[src/rtl/matmul_tile_sequencer_pkg.sv]
// Shared definitions for the matmul tile sequencer: FSM states, ALU opcodes and tile geometry.
package matmul_tile_sequencer_pkg;

    typedef enum logic [2:0] {
        StIdle,
        StFetch,
        StIssue,
        StWait,
        StStore,
        StDone
    } state_e;

    localparam logic [15:0] INSTR_NOP    = 16'd0;
    localparam logic [15:0] INSTR_MATMUL = 16'd1;

    localparam int unsigned WORDS_PER_TILE = 8;
    localparam int unsigned RES_PER_TILE   = 4;

endpackage

[src/rtl/matmul_tile_sequencer.sv]
// Feeds 2x2 operand tiles from weight memory to the ALU, pulses matmul, and writes
// the four products to result memory, for NUM_TILES tiles per start.
module matmul_tile_sequencer
    import matmul_tile_sequencer_pkg::*;
#(
    parameter int unsigned NUM_TILES  = 8,
    parameter int unsigned DW         = 32,
    parameter int unsigned SRC_AW     = 6,
    parameter int unsigned RES_AW     = 5,
    parameter int unsigned RESULT_LAT = 1
) (
    input  logic                         clk,
    input  logic                         rst_n,
    input  logic                         start,
    output logic                         busy,
    output logic                         done,
    output logic                         src_rd_en,
    output logic [SRC_AW-1:0]            src_rd_addr,
    input  logic [DW-1:0]                src_rd_data,
    output logic [15:0]                  ID_instr,
    output logic [DW-1:0]                matrixA_11,
    output logic [DW-1:0]                matrixA_12,
    output logic [DW-1:0]                matrixA_21,
    output logic [DW-1:0]                matrixA_22,
    output logic [DW-1:0]                matrixB_11,
    output logic [DW-1:0]                matrixB_12,
    output logic [DW-1:0]                matrixB_21,
    output logic [DW-1:0]                matrixB_22,
    input  logic [DW-1:0]                matrixp00,
    input  logic [DW-1:0]                matrixp01,
    input  logic [DW-1:0]                matrixp10,
    input  logic [DW-1:0]                matrixp11,
    output logic                         res_wr_en,
    output logic [RES_AW-1:0]            res_wr_addr,
    output logic [DW-1:0]                res_wr_data,
    output logic [$clog2(NUM_TILES):0]   tile_idx
);

    localparam int unsigned TW = $clog2(NUM_TILES) + 1;
    localparam int unsigned CW = $clog2(RESULT_LAT + WORDS_PER_TILE + 1);
    localparam logic [CW-1:0] FETCH_LAST = CW'(WORDS_PER_TILE);
    localparam logic [CW-1:0] WAIT_LAST  = CW'(RESULT_LAT - 1);
    localparam logic [CW-1:0] STORE_LAST = CW'(RES_PER_TILE - 1);

    state_e          state_q, state_d;
    logic [CW-1:0]   cnt_q, cnt_d;
    logic [TW-1:0]   tile_q, tile_d;
    logic [DW-1:0]   opnd_q [WORDS_PER_TILE];
    logic [DW-1:0]   snap_q [RES_PER_TILE];
    logic [2:0]      opnd_idx;
    logic            last_tile;

    // Read data lags the strobe by one cycle, so count f lands in operand slot f-1.
    assign opnd_idx  = 3'(cnt_q - CW'(1));
    assign last_tile = (tile_q == TW'(NUM_TILES - 1));

    always_comb begin
        state_d     = state_q;
        cnt_d       = cnt_q;
        tile_d      = tile_q;
        busy        = (state_q != StIdle);
        done        = 1'b0;
        src_rd_en   = 1'b0;
        src_rd_addr = '0;
        ID_instr    = INSTR_NOP;
        res_wr_en   = 1'b0;
        res_wr_addr = '0;
        res_wr_data = '0;

        unique case (state_q)
            StIdle: begin
                if (start) begin
                    state_d = StFetch;
                    cnt_d   = '0;
                    tile_d  = '0;
                end
            end
            StFetch: begin
                if (cnt_q != FETCH_LAST) begin
                    src_rd_en   = 1'b1;
                    src_rd_addr = SRC_AW'(tile_q) * SRC_AW'(WORDS_PER_TILE) + SRC_AW'(cnt_q);
                    cnt_d       = cnt_q + CW'(1);
                end else begin
                    state_d = StIssue;
                    cnt_d   = '0;
                end
            end
            StIssue: begin
                ID_instr = INSTR_MATMUL;
                state_d  = StWait;
                cnt_d    = '0;
            end
            StWait: begin
                if (cnt_q == WAIT_LAST) begin
                    state_d = StStore;
                    cnt_d   = '0;
                end else begin
                    cnt_d = cnt_q + CW'(1);
                end
            end
            StStore: begin
                res_wr_en   = 1'b1;
                res_wr_addr = RES_AW'(tile_q) * RES_AW'(RES_PER_TILE) + RES_AW'(cnt_q);
                res_wr_data = snap_q[cnt_q[1:0]];
                if (cnt_q == STORE_LAST) begin
                    cnt_d   = '0;
                    tile_d  = tile_q + TW'(1);
                    state_d = last_tile ? StDone : StFetch;
                end else begin
                    cnt_d = cnt_q + CW'(1);
                end
            end
            StDone: begin
                done    = 1'b1;
                state_d = StIdle;
            end
            default: state_d = StIdle;
        endcase
    end

    always_ff @(posedge clk or negedge rst_n) begin
        if (!rst_n) begin
            state_q <= StIdle;
            cnt_q   <= '0;
            tile_q  <= '0;
            for (int i = 0; i < WORDS_PER_TILE; i++) opnd_q[i] <= '0;
            for (int i = 0; i < RES_PER_TILE; i++) snap_q[i] <= '0;
        end else begin
            state_q <= state_d;
            cnt_q   <= cnt_d;
            tile_q  <= tile_d;
            if (state_q == StFetch && cnt_q != '0) begin
                opnd_q[opnd_idx] <= src_rd_data;
            end
            if (state_q == StWait && cnt_q == WAIT_LAST) begin
                snap_q[0] <= matrixp00;
                snap_q[1] <= matrixp01;
                snap_q[2] <= matrixp10;
                snap_q[3] <= matrixp11;
            end
        end
    end

    assign tile_idx   = tile_q;
    assign matrixA_11 = opnd_q[0];
    assign matrixA_12 = opnd_q[1];
    assign matrixA_21 = opnd_q[2];
    assign matrixA_22 = opnd_q[3];
    assign matrixB_11 = opnd_q[4];
    assign matrixB_12 = opnd_q[5];
    assign matrixB_21 = opnd_q[6];
    assign matrixB_22 = opnd_q[7];

endmodule

[config.mk]
export PLATFORM = sky130hd
export DESIGN_NAME = matmul_tile_sequencer
export DESIGN_NICKNAME = d
export VERILOG_FILES = /design/src/rtl/matmul_tile_sequencer_pkg.sv /design/src/rtl/matmul_tile_sequencer.sv
export SDC_FILE = /design/constraint.sdc
export NUM_CORES = 1
export LEC_CHECK = 0
export CORE_MARGIN = 3
export CORE_UTILIZATION = 30
export DETAILED_ROUTE_END_ITERATION = 6
export PLACE_DENSITY_LB_ADDON = 0.2
export RECOVER_POWER = 50
export SLEW_MARGIN = 5
export SYNTH_ARGS = -nofsm -noshare
export SYNTH_HDL_FRONTEND = slang
export SYNTH_SLANG_ARGS = --single-unit
[constraint.sdc]
create_clock -name clk -period 7.2 [get_ports clk]
set_input_delay 1.44 -clock clk [delete_from_list [all_inputs] [get_ports clk]]
set_output_delay 1.44 -clock clk [all_outputs]
set_load 0.1 [all_outputs]
# After elaboration in Yosys (flattened, before gate mapping)
# Cells that the tools add are included.
# totals
reg_bits,395
inputBits,163
output_inout_bits,323
# classes
addsub,5
n_lt_le_gt_ge,3
eq_ne,12
mux,28
n_bitwise,2
reduce_logical,12
# ops
operator,n
bitwise mux 256 bit,1
2-to-1 mux 32 bit,4
demux 32 bit (select 3 bit),1
binary-select mux 32 bit (select 2 bit),1
2-to-1 mux 4 bit,5
one-hot mux 4 bit (5 select lines),1
2-to-1 mux 3 bit,5
one-hot mux 3 bit (5 select lines),1
2-to-1 mux 6 bit,2
adder 4 x 1 -> 4 bit (second input constant),2
!= test 2 bit (second input constant),4
one-hot mux 4 bit (2 select lines),1
adder 6 x 4 -> 6 bit,1
== test 3 x 2 -> 1 bit (second input constant),2
== test 3 bit (second input constant),2
adder 5 x 4 -> 5 bit,1
2-to-1 mux 1 bit,5
2-to-1 mux 5 bit,1
nonzero test 5 bit,1
== test 4 x 2 -> 1 bit (second input constant),1
== test 4 x 3 -> 1 bit (second input constant),1
>= comparator 4 bit (second input constant),1
zero test 4 bit,1
< comparator 4 x 1 -> 1 bit (second input constant),1
14 further kinds,16

# Depth between registers and ports, before layout
# depth
word_depth,7
mapped_depth,9

# Least setup slack after synthesis
# Ideal clock, no wire load.
# synth_path
path_type,reg2out
startpoint,register cnt_q[1]
endpoint,output src_rd_addr[5]
arrival_time_ns,3.965
required_ns,5.760
setup_slack_ns,1.795
path_stages_with_launch,8
path_buffers,2
cell_sequence,dfrtp_1 -> clkbuf_1 -> clkbuf_1 -> inv_1 -> ha_1 -> nor2b_1 -> a21oi_1 -> and2_1
# synth_via
elab_chain_cells,3
elab_cells_between_ends,4
cone_classes,1 x add/sub; 1 x eq/ne; 2 x mux
# synth_rtl
element,line,text
"start, declared",matmul_tile_sequencer.sv:46,"logic [CW-1:0] cnt_q, cnt_d;"
"start signal, assigned",matmul_tile_sequencer.sv:130,cnt_q <= cnt_d;
adder 6 x 4 -> 6 bit or != test 4 bit (tied branches),"matmul_tile_sequencer.sv:81, matmul_tile_sequencer.sv:79",
2-to-1 mux 6 bit *,matmul_tile_sequencer.sv:79,if (cnt_q != FETCH_LAST) begin
2-to-1 mux 6 bit *,matmul_tile_sequencer.sv:70,unique case (state_q)
"end, declared",matmul_tile_sequencer.sv:18,"output logic [SRC_AW-1:0] src_rd_addr,"
# Mark *: on every way between the ends. The rest lies on a longest branch, timed or not.

# Worst setup path after layout
# layout_path
startpoint,register cnt_q[0]
endpoint,output src_rd_addr[5]
# The elaborated chain is that of the path after synthesis.

==> out/results.ini <==
[status]
status = complete, but fails checks
failed_checks = max-capacitance violations, max-slew violations

[timing]
rsz0062_at_grt = false
tightestPinTransition_ps = 4010
relSlewSlack_pct = -167
max_freq_ghz = 0.183
skew_ps = 15.6
min_period_over_period_pct = 75.7
fin_setup_tns_ps = 0
maxSlewViolCount = 462
hold_viol_final = 0
finalCriticalPeriod_ps = 5450
setup_viol = 0

[synthesis]
yosysTopAreaCellShare_pct = 59.0
synth-async-reset-ratio_pct = 100
yosys_warnings = 0
synth_edf_count = 0
seq_area_frac_synth_pct = 59.0
yosys.area.top_type = dfrtp_1
syn_area_um2 = 16700
ys_ff_latch = 395
synth_cell_types = 43
synthTopCellsByArea = dfrtp_1, mux2_2, mux2_4
synth_ff_type = dfrtp_1
syn_avg_cell_area_um2 = 16.4
synth_cells = 1023

[clocking]
cts_tree = done
cts.sinks = 395
cts-hold-fix-buffers = 0
postCtsSetupBuffers = 0
numCtsBuffers = 46
cts_resized = 0
clock_latency_ps = 570
root_buffer = clkbuf_16
h-tree-depth = 2
cts_buffer_depth = 3
clk_pin_slew_ps = 60

[place]
hpwl_mm = 33.3
globalplace.congestion = 0.740
port_buffers = 470

[drt]
viasPerCell = 4.52
wirelength_mm = 48.8
post_drt_wl_per_cell_um = 21.5
ant_nets = 0
dr_total_vias = 10200
dr.pass1.iters = 4
drc = 0
drtIter0Drc = 453

[floorplanning]
io_pins = 486
start_util_pct = 30.7
rows = 85
die_height_um = 242
die_area_um2 = 58700
core_area_um2 = 54600
dieWidth_um = 242

[layout]
seq_area_um2 = 9890
area_growth_pct = 39.9
multi_input_area_um2 = 6350
num-nets-final = 1665
fillers = 5016
drive_above_1_share_pct = 32.0

[critical_path]
crit_fanout = 24
critical_path.cell_chain = inv_1 -> ha_1 -> nor2b_1 -> a21oi_1 -> and2_1 -> clkdlybuf4s50_1
r2r_start = cnt_q[0]
crit_start = cnt_q[0]
worst_setup_path_start_kind = register
critPathMaxStageDelay_ps = 1130
worstPathArrival_ps = 4010
cp_num_buf_inv = 2
crit_family = buffers and inverters
r2r_setup_slack_ps = 2240
endpoint_kind = output pin
crit_cells = 6
r2r_cells = 6
required_ps = 5760
regToRegEndpoint = snap_q[83]
slowest_stage = clkdlybuf4s50_1
path_class = register to output pin

[global_route]
use_met1_pct = 20.3
busiest_layer = met2
grt_pass1_wl_mm = 73.7
use_met2_pct = 26.8
grt_use_met3_pct = 6.04
grt_max_degree = 163
antenna_found_initial = 1
grt_util_all_layers_pct = 16.4
first_global_vias = 11000
grt-ovfl-total = 0

[min_path]
hold-path-cell-count = 1
min_path_type = register to register
hold_start = matrixB_21[2]
holdPathEnd = matrixB_21[2]

[run]
cap_viol_max_count = 4

worst reg2reg max path, cell delays in order, from the launching register on:
cell and delay (ps):
dfrtp_2 720, inv_1 290, ha_1 270, or3b_1 450
nor2_4 120, clkbuf_2 2220, mux2_2 750
how the worst max path moves through the flow:
stage          slack, ps             end
3_3_place_gp        2310  src_rd_addr[0]
5_1_grt              880      snap_q[39]
3_5_place_dp        2240  src_rd_addr[5]
6_report            1750  src_rd_addr[5]
2_1_floorplan       1790  src_rd_addr[5]
4_1_cts             1600  src_rd_addr[5]
flip-flops by register name, indices dropped and copies added, names as in the netlist, 32 cells and up:
| register | count |
|---|---|
| matrixA_12 | 32 |
| matrixB_11 | 32 |
| matrixB_21 | 32 |
| matrixA_11 | 32 |
| matrixA_22 | 32 |
| matrixB_22 | 32 |
| matrixB_12 | 32 |
| snap_q | 128 |
| matrixA_21 | 32 |
layout by cell type, fill, tap and decap left out, types with 2 or more instances in the layout:
master	instances
clkdlybuf4s50_1	468
dfrtp_1	393
mux2_2	264
mux2_4	102
clkbuf_16	46
nor2b_1	33
mux4_2	32
mux2_1	18
conb_1	15
clkbuf_1	15
nor2_1	13
nand2_1	13
o21ai_0	10
buf_4	10
clkbuf_8	8
inv_1	6
ha_1	6
a21oi_1	5
and2_1	5
nand3_1	5
nor2_4	5
clkinv_2	5
nor3b_1	4
xor2_1	4
nor3_1	3
clkbuf_2	3
or3b_1	2
nor3_2	2
nand3b_1	2
o31ai_1	2
nor4_1	2
mux2i_1	2
inv_6	2
bufinv_16	2
dfrtp_2	2
cell families after synthesis:
logic type | synth area share [%]
xor gates and xnor gates | 0.262
AOI/OAI and AO/OA | 0.815
adders and majority gates | 0.568
DFF | 59.0
buffers and inverters | 3.13
and+or+nand+nor | 3.24
muxes | 32.9
other | 0.0224
through the flow:
stage / hold WS, ps / instance area (µm²) / utilization, % / setup slack, ps / cells
floorplan: 475 / 16800 / - / 1790 / 1037
global placement: 485 / 22100 / 40.5 / 2310 / 2186
detailed placement: 491 / 22100 / 40.5 / 2240 / 2186
CTS: 504 / 23500 / 43.2 / 1600 / 2265
global route: 509 / 23400 / 42.9 / 883 / 2265
finish: 495 / 23400 / 42.9 / 1750 / 2266
cells in the mapped netlist (6+ instances only):
master    number
mux2_2       264
dfrtp_1      395
ha_1           6
mux2_4       120
buf_6         13
clkbuf_1       9
inv_1          6
buf_2         20
o21ai_0       10
nand2_1       10
buf_4         28
mux4_2        32
nor2b_1       33
nor2_1        18
layout make-up:
| cell class | instances | area share (%) |
|---|---|---|
| Sequential cell | 395 | 42.2 |
| Tap cell | 739 | 3.95 |
| Antenna cell | 1 | 0.0107 |
| Timing Repair Buffer | 483 | 20.5 |
| Inverter | 6 | 0.0962 |
| Multi-Input combinational cell | 563 | 27.1 |
| Clock buffer | 68 | 5.61 |
| Clock inverter | 11 | 0.540 |
metal layers:
layer,part of all wire [%],vias up
li1,-,4565
met1,42,5259
met2,47,346
met3,8.4,71
met4,2.5,2
met5,0.037,-
Power is not shown: default switching activity piles up to over one toggle a cycle in this logic, so the estimate is an artifact.
